===== src/rtl/mips_bus_arbiter_if.sv =====
// Avalon-style word-addressed memory port: 'master' drives the request, 'slave' answers it.
interface mips_bus_arbiter_if #(
    parameter int ADDR_W = 32,
    parameter int DATA_W = 32
);
    logic [ADDR_W-1:0]   address;
    logic                read;
    logic                write;
    logic [DATA_W-1:0]   writedata;
    logic [DATA_W/8-1:0] byteenable;
    logic [DATA_W-1:0]   readdata;
    logic                waitrequest;

    modport master (
        output address, read, write, writedata, byteenable,
        input  readdata, waitrequest
    );

    modport slave (
        input  address, read, write, writedata, byteenable,
        output readdata, waitrequest
    );
endinterface


===== src/rtl/mips_bus_arbiter.sv =====
// Two-master (m0 data, m1 ifetch) to one-slave bus arbiter; 1-cycle grant latency, one IDLE between transfers,
// slave waitrequest stalls only the granted master. ARB_ROUND_ROBIN_EN selects round-robin ties, else m0 wins ties.
module mips_bus_arbiter #(
    parameter int ADDR_W = 32,
    parameter int DATA_W = 32
) (
    input  logic                      clk,
    input  logic                      reset,
    mips_bus_arbiter_if.slave         m0,
    mips_bus_arbiter_if.slave         m1,
    mips_bus_arbiter_if.master        mem,
    output logic [1:0]                grant
);
    localparam logic [1:0] IDLE = 2'd0;
    localparam logic [1:0] GNT0 = 2'd1;
    localparam logic [1:0] GNT1 = 2'd2;

    logic [1:0] state;
    logic [1:0] next_state;
    logic       req0;
    logic       req1;
    logic       done0;
    logic       done1;

    assign req0  = m0.read | m0.write;
    assign req1  = m1.read | m1.write;
    assign done0 = (state == GNT0) && req0 && !mem.waitrequest;
    assign done1 = (state == GNT1) && req1 && !mem.waitrequest;

`ifdef ARB_ROUND_ROBIN_EN
    // Index of the master that last completed; reset to 1 so m0 wins the first tie.
    logic last_grant;

    always_ff @(posedge clk or posedge reset) begin
        if (reset) begin
            last_grant <= 1'b1;
        end else if (done0) begin
            last_grant <= 1'b0;
        end else if (done1) begin
            last_grant <= 1'b1;
        end
    end
`endif

    always_comb begin
        next_state = state;
        case (state)
            IDLE: begin
                if (req0 && req1) begin
`ifdef ARB_ROUND_ROBIN_EN
                    next_state = last_grant ? GNT0 : GNT1;
`else
                    next_state = GNT0;
`endif
                end else if (req0) begin
                    next_state = GNT0;
                end else if (req1) begin
                    next_state = GNT1;
                end
            end
            // Completion and abort (request dropped) both release the bus; never pre-empted.
            GNT0: if (!req0 || !mem.waitrequest) next_state = IDLE;
            GNT1: if (!req1 || !mem.waitrequest) next_state = IDLE;
            default: next_state = IDLE;
        endcase
    end

    always_ff @(posedge clk or posedge reset) begin
        if (reset) begin
            state <= IDLE;
        end else begin
            state <= next_state;
        end
    end

    always_comb begin
        mem.address    = {ADDR_W{1'b0}};
        mem.read       = 1'b0;
        mem.write      = 1'b0;
        mem.writedata  = {DATA_W{1'b0}};
        mem.byteenable = {(DATA_W/8){1'b0}};
        m0.waitrequest = 1'b1;
        m1.waitrequest = 1'b1;
        grant          = 2'b00;
        case (state)
            GNT0: begin
                mem.address    = m0.address;
                mem.read       = m0.read;
                mem.write      = m0.write;
                mem.writedata  = m0.writedata;
                mem.byteenable = m0.byteenable;
                m0.waitrequest = mem.waitrequest;
                grant          = 2'b01;
            end
            GNT1: begin
                mem.address    = m1.address;
                mem.read       = m1.read;
                mem.write      = m1.write;
                mem.writedata  = m1.writedata;
                mem.byteenable = m1.byteenable;
                m1.waitrequest = mem.waitrequest;
                grant          = 2'b10;
            end
            default: ;
        endcase
    end

    // Read data is broadcast; only the granted master's completion cycle makes it meaningful.
    assign m0.readdata = mem.readdata;
    assign m1.readdata = mem.readdata;
endmodule


===== src/flat_wrapper.sv =====
// flat-port wrapper written by rule: the top's interface ports become plain ports
module mips_bus_arbiter_flat 
#(
    parameter int ADDR_W = 32,
    parameter int DATA_W = 32
)
  (clk, reset, grant, m0_address, m0_read, m0_write, m0_writedata, m0_byteenable, m0_readdata, m0_waitrequest, m1_address, m1_read, m1_write, m1_writedata, m1_byteenable, m1_readdata, m1_waitrequest, mem_address, mem_read, mem_write, mem_writedata, mem_byteenable, mem_readdata, mem_waitrequest);
  mips_bus_arbiter_if #(.ADDR_W(ADDR_W), .DATA_W(DATA_W)) m0_i ();
  mips_bus_arbiter_if #(.ADDR_W(ADDR_W), .DATA_W(DATA_W)) m1_i ();
  mips_bus_arbiter_if #(.ADDR_W(ADDR_W), .DATA_W(DATA_W)) mem_i ();
  input  logic clk;
  input  logic reset;
  output logic [1:0] grant;
  input wire logic [$bits(m0_i.address)-1:0] m0_address;
  input wire logic [$bits(m0_i.read)-1:0] m0_read;
  input wire logic [$bits(m0_i.write)-1:0] m0_write;
  input wire logic [$bits(m0_i.writedata)-1:0] m0_writedata;
  input wire logic [$bits(m0_i.byteenable)-1:0] m0_byteenable;
  output wire logic [$bits(m0_i.readdata)-1:0] m0_readdata;
  output wire logic [$bits(m0_i.waitrequest)-1:0] m0_waitrequest;
  input wire logic [$bits(m1_i.address)-1:0] m1_address;
  input wire logic [$bits(m1_i.read)-1:0] m1_read;
  input wire logic [$bits(m1_i.write)-1:0] m1_write;
  input wire logic [$bits(m1_i.writedata)-1:0] m1_writedata;
  input wire logic [$bits(m1_i.byteenable)-1:0] m1_byteenable;
  output wire logic [$bits(m1_i.readdata)-1:0] m1_readdata;
  output wire logic [$bits(m1_i.waitrequest)-1:0] m1_waitrequest;
  output wire logic [$bits(mem_i.address)-1:0] mem_address;
  output wire logic [$bits(mem_i.read)-1:0] mem_read;
  output wire logic [$bits(mem_i.write)-1:0] mem_write;
  output wire logic [$bits(mem_i.writedata)-1:0] mem_writedata;
  output wire logic [$bits(mem_i.byteenable)-1:0] mem_byteenable;
  input wire logic [$bits(mem_i.readdata)-1:0] mem_readdata;
  input wire logic [$bits(mem_i.waitrequest)-1:0] mem_waitrequest;
  assign m0_i.address = m0_address;
  assign m0_i.read = m0_read;
  assign m0_i.write = m0_write;
  assign m0_i.writedata = m0_writedata;
  assign m0_i.byteenable = m0_byteenable;
  assign m0_readdata = m0_i.readdata;
  assign m0_waitrequest = m0_i.waitrequest;
  assign m1_i.address = m1_address;
  assign m1_i.read = m1_read;
  assign m1_i.write = m1_write;
  assign m1_i.writedata = m1_writedata;
  assign m1_i.byteenable = m1_byteenable;
  assign m1_readdata = m1_i.readdata;
  assign m1_waitrequest = m1_i.waitrequest;
  assign mem_address = mem_i.address;
  assign mem_read = mem_i.read;
  assign mem_write = mem_i.write;
  assign mem_writedata = mem_i.writedata;
  assign mem_byteenable = mem_i.byteenable;
  assign mem_i.readdata = mem_readdata;
  assign mem_i.waitrequest = mem_waitrequest;
  mips_bus_arbiter #(.ADDR_W(ADDR_W), .DATA_W(DATA_W)) u_core (.clk(clk), .reset(reset), .m0(m0_i), .m1(m1_i), .mem(mem_i), .grant(grant));
endmodule

===== config.mk =====
export PLATFORM = sky130hd
export DESIGN_NAME = mips_bus_arbiter_flat
export DESIGN_NICKNAME = d
export VERILOG_FILES = /design/src/rtl/mips_bus_arbiter_if.sv /design/src/rtl/mips_bus_arbiter.sv /design/src/flat_wrapper.sv
export SDC_FILE = /design/constraint.sdc
export NUM_CORES = 1
export LEC_CHECK = 0
export BUFFER_PORTS_ARGS = -buffer_cell sky130_fd_sc_hd__buf_2
export CORE_AREA = 2 2 120 122
export CTS_CLUSTER_DIAMETER = 80
export DETAILED_ROUTE_END_ITERATION = 12
export DIE_AREA = 0 0 122 124
export GPL_TIMING_DRIVEN = 0
export SETUP_SLACK_MARGIN = 0.1
export SLEW_MARGIN = 20
export SYNTH_ARGS = -nofsm -noshare
export SYNTH_HDL_FRONTEND = slang
export SYNTH_SLANG_ARGS = --single-unit

===== constraint.sdc =====
create_clock -name clk -period 1.6 [get_ports clk]
set_input_delay 0.24 -clock clk [delete_from_list [all_inputs] [get_ports clk]]
set_output_delay 0.24 -clock clk [all_outputs]
set_load 0.01 [all_outputs]

==> run_results.csv, run 1 <==
group,metric,value,unit
run_status,outcome,"finished, violations left",
run_status,violations,"setup timing",
placement,globalplace.congestion,0.778,
timing,slew_viol_final,0,
power_and_ir_drop,p_total,7.75,mW
global_route,grt_pass1_vias,2779,
cts,clock_latency,0.22,ns
layout,stdcell_area,4570,um^2
drt,drt-total-wl,10600,um
layout,layout.cells.non_filler,736,
global_route,grt_pass1_wl,13600,um
critical_path,critical_path_class,"reg -> out",
global_route,grt_antenna_before_repair,0,
floorplan,coreArea,13700,um^2
floorplan,fp-row-count,43,
layout,largest_register,"u_core.state",
placement,port_buffers,280,
floorplan,chipWidth,122,um
critical_path,start_kind,"flip-flop",
logic_synthesis,synth-seq-cells,2,
logic_synthesis,syn_nets,430,
drt,first_pass_iters,4,
floorplan,die_y,124,um
timing,relSlewSlack,85.4,%
logic_synthesis,postSynthAreaPerCell,7.10,um^2
cts,cts-root-buf,"clkbuf_16",
layout,largest_register_ffs,2,
cts,cts_num_sinks,2,
layout,final_core_util,33.3,%
cts,clockBufferDepth,2,
timing,fin_ws,-0.243,ns
logic_synthesis,yosysWarnings,0,
drt,detail_route.wl_per_cell,14.4,um
cts,htree_levels,1,
flow_run,cap_violations,0,
critical_path,cp_max_fo,10,
timing,fin_skew,0.000820,ns
layout,n_antenna_cell,0,
logic_synthesis,syn_area,1770,um^2
power_and_ir_drop,powerDensity,1700,nW/um^2
cts,numCtsBuffers,3,
drt,drcViolationCount,0,
layout,areaGrowthSynthToFinish,157,%
timing,worstMarginPinSlew,0.219,ns
layout,fin_nets,738,
drt,vias_per_cell,4.04,
timing,fmax,543,MHz
logic_synthesis,syn-instance-count,250,
timing,finalSetupTns,-13.79,ns
layout,layout_common_cells,"buf_2 (273), buf_4 (71), a22oi_2 (64)",
layout,top_regs,"u_core.state x2",
placement,dpl_cell_area,3400,um^2
placement,place_ws,-0.517,ns
layout,drive_gt1_share,86.7,%
timing,whs,0.437,ns
critical_path,cp.arrival,1.60,ns
placement,dp_cells,710,
floorplan,dieArea,15100,um^2
power_and_ir_drop,leakage,2.28,nW
timing,min_period,1.84,ns
layout,final_common_cell,"buf_2",
global_route,grt_start_max_net_pins,11,
timing,hold_violations,0,
floorplan,initial_core_util,12.9,%
logic_synthesis,synth.distinct_cells,17,
timing,rsz0062_at_grt,"yes",
drt,drt_iter0_drc,40,
timing,period_share,115,%
critical_path,crit_required,1.36,ns
power_and_ir_drop,ir_drop,0.819,mV
global_route,grt_use_total,11.6,%
timing,finalSetupViolCount,73,
logic_synthesis,seq_area_frac_synth,2.82,%
min_path,hp-class,"in -> async",
placement,hpwl,7850,um
cts,cts_tree,"yes",
drt,ant_nets,0,
floorplan,io_pins,313,
global_route,grt_overflow,0,
cts,path_clk_slew,0.03,ns
critical_path,worstSetupEndpointType,"output port",
drt,vias,2973,
final cells by class:
type | instances | area [um^2]
Fill cell | 1406 | 9150
Inverter | 4 | 17.5
Tap cell | 180 | 225
Multi-Input combinational cell | 157 | 1560
Buffer | 87 | 902
Timing Repair Buffer | 303 | 1730
Sequential cell | 2 | 51.3
Clock buffer | 3 | 75.1
cells in the mapped netlist, drive strengths merged:
master / number / area share (%)
inv: 4 / 0.85
clkbuf: 7 / 1.5
nor2b: 70 / 25
dfrtp: 2 / 2.8
and2: 1 / 0.35
a31oi: 1 / 0.35
a22oi: 70 / 30
buf: 80 / 32
nand2b: 2 / 0.71
a21oi: 1 / 0.28
ha: 5 / 3.5
or2: 3 / 1.1
a32o: 1 / 0.56
o211ai: 3 / 1.8
layer usage:
metal / up-vias / part of all wire [%] / track usage (%)
li1: 1439 / - / -
met1: 1333 / 36 / 12.4
met2: 192 / 55 / 23.7
met3: 9 / 8.4 / 1.97
met4: 0 / 1.1 / 1.87
met5: - / 0 / 0
cells by family after synthesis:
kind of cell,after synthesis,synth area share (%)
buffers and inverters,91,34.2
AOI/OAI and AO/OA,76,32.7
and+or+nand+nor,76,26.8
adders and majority gates,5,3.53
DFF,2,2.82
final timing paths:
check                      cells past startpoint  slack (ns)               to            start
max                                            7       -0.24  mem_address[15]  u_core.state[1]
min                                            3        0.44  u_core.state[1]            reset
max reg2reg                                    7        0.09  u_core.state[0]  u_core.state[0]
min reg2reg                                    1        0.63  u_core.state[0]  u_core.state[0]
max in group asynchronous                      3        1.03  u_core.state[0]            reset
min in group clk                               3        0.47  u_core.state[0]         m0_write
critical path, cell delays in order, from the launching register on:
cell and delay (ns):
dfrtp_1 0.40, buf_6 0.14, ha_4 0.17, buf_12 0.15, buf_12 0.15, a22oi_2 0.19, nor2b_4 0.07, buf_6 0.12
what timing repair did:
| action | in CTS | in global routing |
|---|---|---|
| cloned | 10 | 1 |
| hold endpoints to repair | 2 | 0 |
| hold buffers | 1 | 0 |
| gates resized for setup | 125 | 85 |
| buffers inserted | 8 | 3 |
| endpoints found under the setup margin | 73 | 73 |
| pin swaps | 2 | 5 |
report_power, final:
| part | switching (mW) | internal, mW | leakage, nW |
|---|---|---|---|
| sequential | 0.0403 | 0.0772 | 0.0243 |
| combinational | 3.13 | 4.13 | 2.22 |
| clock | 0.0566 | 0.318 | 0.0370 |
(Power assumes the default switching activity.)
==> run 2: changes to the inputs <==
--- a/config.mk
+++ b/config.mk
@@ -7,7 +7,7 @@
 export LEC_CHECK = 0
 export BUFFER_PORTS_ARGS = -buffer_cell sky130_fd_sc_hd__buf_2
 export CORE_AREA = 2 2 120 122
-export CTS_CLUSTER_DIAMETER = 80
+export CTS_CLUSTER_DIAMETER = 200
 export DETAILED_ROUTE_END_ITERATION = 12
 export DIE_AREA = 0 0 122 124
 export GPL_TIMING_DRIVEN = 0
==> constraint.sdc (replaced) <==
create_clock -name clk -period 2.05 [get_ports clk]
set_input_delay 0.3075 -clock clk [delete_from_list [all_inputs] [get_ports clk]]
set_output_delay 0.3075 -clock clk [all_outputs]
set_load 0.01 [all_outputs]
==> run 2 against run 1 <==
The flow now finishes without violations; global-route usage is 1.1 points lower; register-to-register slack better by 0.32 ns; cell count is 0.95% lower; sequential share of layout area is 0.15 points higher; worst setup slack better by 0.38 ns; non-clock buffer count is 7 lower; largest cell class unchanged.
==> run_results.csv, run 2 (same netlist as run 1, synthesis figures left out) <==
group,metric,value,unit
drt,drt_iter0_drc,41,
placement,place_ws,-0.134,ns
cts,clockBufferDepth,2,
timing,fmax,522,MHz
layout,stdcell_area,4120,um^2
drt,vias_per_cell,3.96,
cts,cts-root-buf,"clkbuf_16",
layout,fill_cells,1465,
cts,clock_latency,0.22,ns
layout,fin_nets,731,
critical_path,slowest_delay,0.43,ns
critical_path,start_kind,"flip-flop",
placement,dp_cells,710,
timing,period_share,93.5,%
power_and_ir_drop,switchingPower,2.11,mW
global_route,grt_start_max_net_pins,11,
power_and_ir_drop,pwr-share-seq,2.1,%
run_status,outcome,"complete, no violations",
cts,numCtsBuffers,3,
critical_path,cpMaxStageDelayCell,"dfrtp_2",
timing,relSlewSlack,86.9,%
power_and_ir_drop,leakage,2.14,nW
placement,globalplace.congestion,0.778,
layout,regArea,52.6,um^2
power_and_ir_drop,powerDensity,1150,nW/um^2
critical_path,reg2regPathDepth,7,
critical_path,crit_required,1.74,ns
global_route,grt_overflow,0,
layout,layout_common_cells,"buf_2 (279), buf_4 (77), nor2b_1 (70)",
layout,multi_input_comb_area,1330,um^2
timing,finalSetupViolCount,0,
timing,hold_violations,0,
drt,vias,2886,
floorplan,die_y,124,um
floorplan,dieArea,15100,um^2
floorplan,chipWidth,122,um
timing,min_period,1.92,ns
layout,largest_register,"u_core.state",
flow_run,cap_violations,0,
placement,dpl_cell_area,3400,um^2
timing,worstMarginPinSlew,0.197,ns
floorplan,coreArea,13700,um^2
timing,rsz0062_at_grt,"yes",
min_path,hp-class,"in -> async",
critical_path,crit_chain,"inv_4, ha_4, clkbuf_16, clkbuf_16, a22oi_1, nor2b_1, buf_2",
global_route,grt_antenna_before_repair,0,
placement,hpwl,7850,um
cts,cts_tree,"yes",
timing,fin_skew,0.00105,ns
floorplan,io_pins,313,
cts,htree_levels,1,
drt,first_pass_iters,4,
layout,areaGrowthSynthToFinish,132,%
critical_path,critical_path_class,"reg -> out",
timing,fin_ws,0.134,ns
power_and_ir_drop,p_comb_share,91.7,%
critical_path,cp.arrival,1.61,ns
power_and_ir_drop,p_total,4.73,mW
power_and_ir_drop,power_frac_clock,6.2,%
drt,drcViolationCount,0,
layout,drive_gt1_share,78.0,%
layout,top_regs,"u_core.state x2",
floorplan,fp-row-count,43,
critical_path,worstSetupEndpointType,"output port",
timing,slew_viol_final,0,
layout,final_core_util,30.0,%
global_route,grt_pass1_vias,2538,
critical_path,cp_common_cell,"clkbuf_16",
power_and_ir_drop,swShare,44.7,%
layout,layout.cells.non_filler,729,
layout,final_common_cell,"buf_2",
layout,n_antenna_cell,0,
cts,cts_num_sinks,2,
drt,ant_nets,0,
cts,path_clk_slew,0.03,ns
power_and_ir_drop,ir_drop,0.533,mV
placement,port_buffers,280,
critical_path,cp_max_fo,5,
power_and_ir_drop,internal_power,2.62,mW
global_route,grt_pass1_wl,12400,um
drt,drt-total-wl,10300,um
global_route,grt_use_total,10.5,%
floorplan,initial_core_util,12.9,%
drt,detail_route.wl_per_cell,14.1,um
layout,largest_register_ffs,2,
[run 2: cell types whose count changed in the layout (fill, tap and decap cells not counted), moves of 10 or more]
| cell | change |
|---|---|
| nor2b_1 | +16 |
| buf_12 | -13 |
| nor2b_2 | -10 |
| a22oi_1 | +30 |
| a22oi_2 | -30 |
[run 2: timing repair]
| action | 4_1_cts | 5_1_grt |
|---|---|---|
| endpoints found under the setup margin | 70 | 70 |
| hold endpoints to repair | 2 | 0 |
| gates resized for setup | 44 | 72 |
| setup buffers | 3 | 4 |
| hold buffers | 1 | 0 |
| pin swaps | 0 | 1 |
| gates cloned | 1 | 7 |
[run 2: power groups by stage]
stage	logic, mW	registers [mW]	clock network [mW]
5_1_grt	4.72	0.105	0.302
6_report	4.33	0.102	0.292
4_1_cts	3.63	0.0890	0.293
2_1_floorplan	2.05	0.0739	0
3_3_place_gp	3.27	0.0785	0
3_5_place_dp	3.25	0.0792	0
[run 2: metrics by stage]
| stage | hold WS, ns | setup TNS, ns |
|---|---|---|
| after floorplan | 0.0487 | 0 |
| after global placement | 0.157 | -1.47 |
| after detailed placement | 0.161 | -1.63 |
| after CTS | 0.485 | 0 |
| after global routing | 0.517 | 0 |
| final | 0.510 | 0 |
[run 2: final timing paths]
check                                     start               to  slack (ns)
worst max-delay path            u_core.state[0]  mem_address[10]        0.13
worst min register to register  u_core.state[0]  u_core.state[0]        0.62
min in group clk                       m0_write  u_core.state[0]        0.52
max in group asynchronous                 reset  u_core.state[0]        1.41
worst min-delay path                      reset  u_core.state[1]        0.51
worst max register to register  u_core.state[0]  u_core.state[0]        0.41
[run 2: final cells by class]
cell class / instances / share of cell area, %
Buffer: 87 / 18.6
Inverter: 4 / 0.486
Multi-Input combinational cell: 157 / 32.2
Tap cell: 180 / 5.47
Clock buffer: 3 / 1.82
Sequential cell: 2 / 1.28
Timing Repair Buffer: 296 / 40.2
[run 2: critical path, delay by kind of cell, from the launching register on]
| kind | cells | cell delay, ns |
|---|---|---|
| and+or+nand+nor | 1 | 0.07 |
| adders and majority gates | 1 | 0.19 |
| buffers and inverters | 4 | 0.53 |
| AOI/OAI and AO/OA | 1 | 0.16 |
| DFF | 1 | 0.43 |
[run 2: routing by layer]
layer | vias to the layer above | routed length (um) | part of all wire, % | global-route usage, %
met5 | - | 0 | 0 | 0
met4 | 0 | 34 | 0.33 | 1.01
met3 | 4 | 960 | 9.3 | 2.11
met2 | 182 | 5500 | 53 | 20.8
met1 | 1281 | 3790 | 37 | 11.9
li1 | 1419 | - | - | -
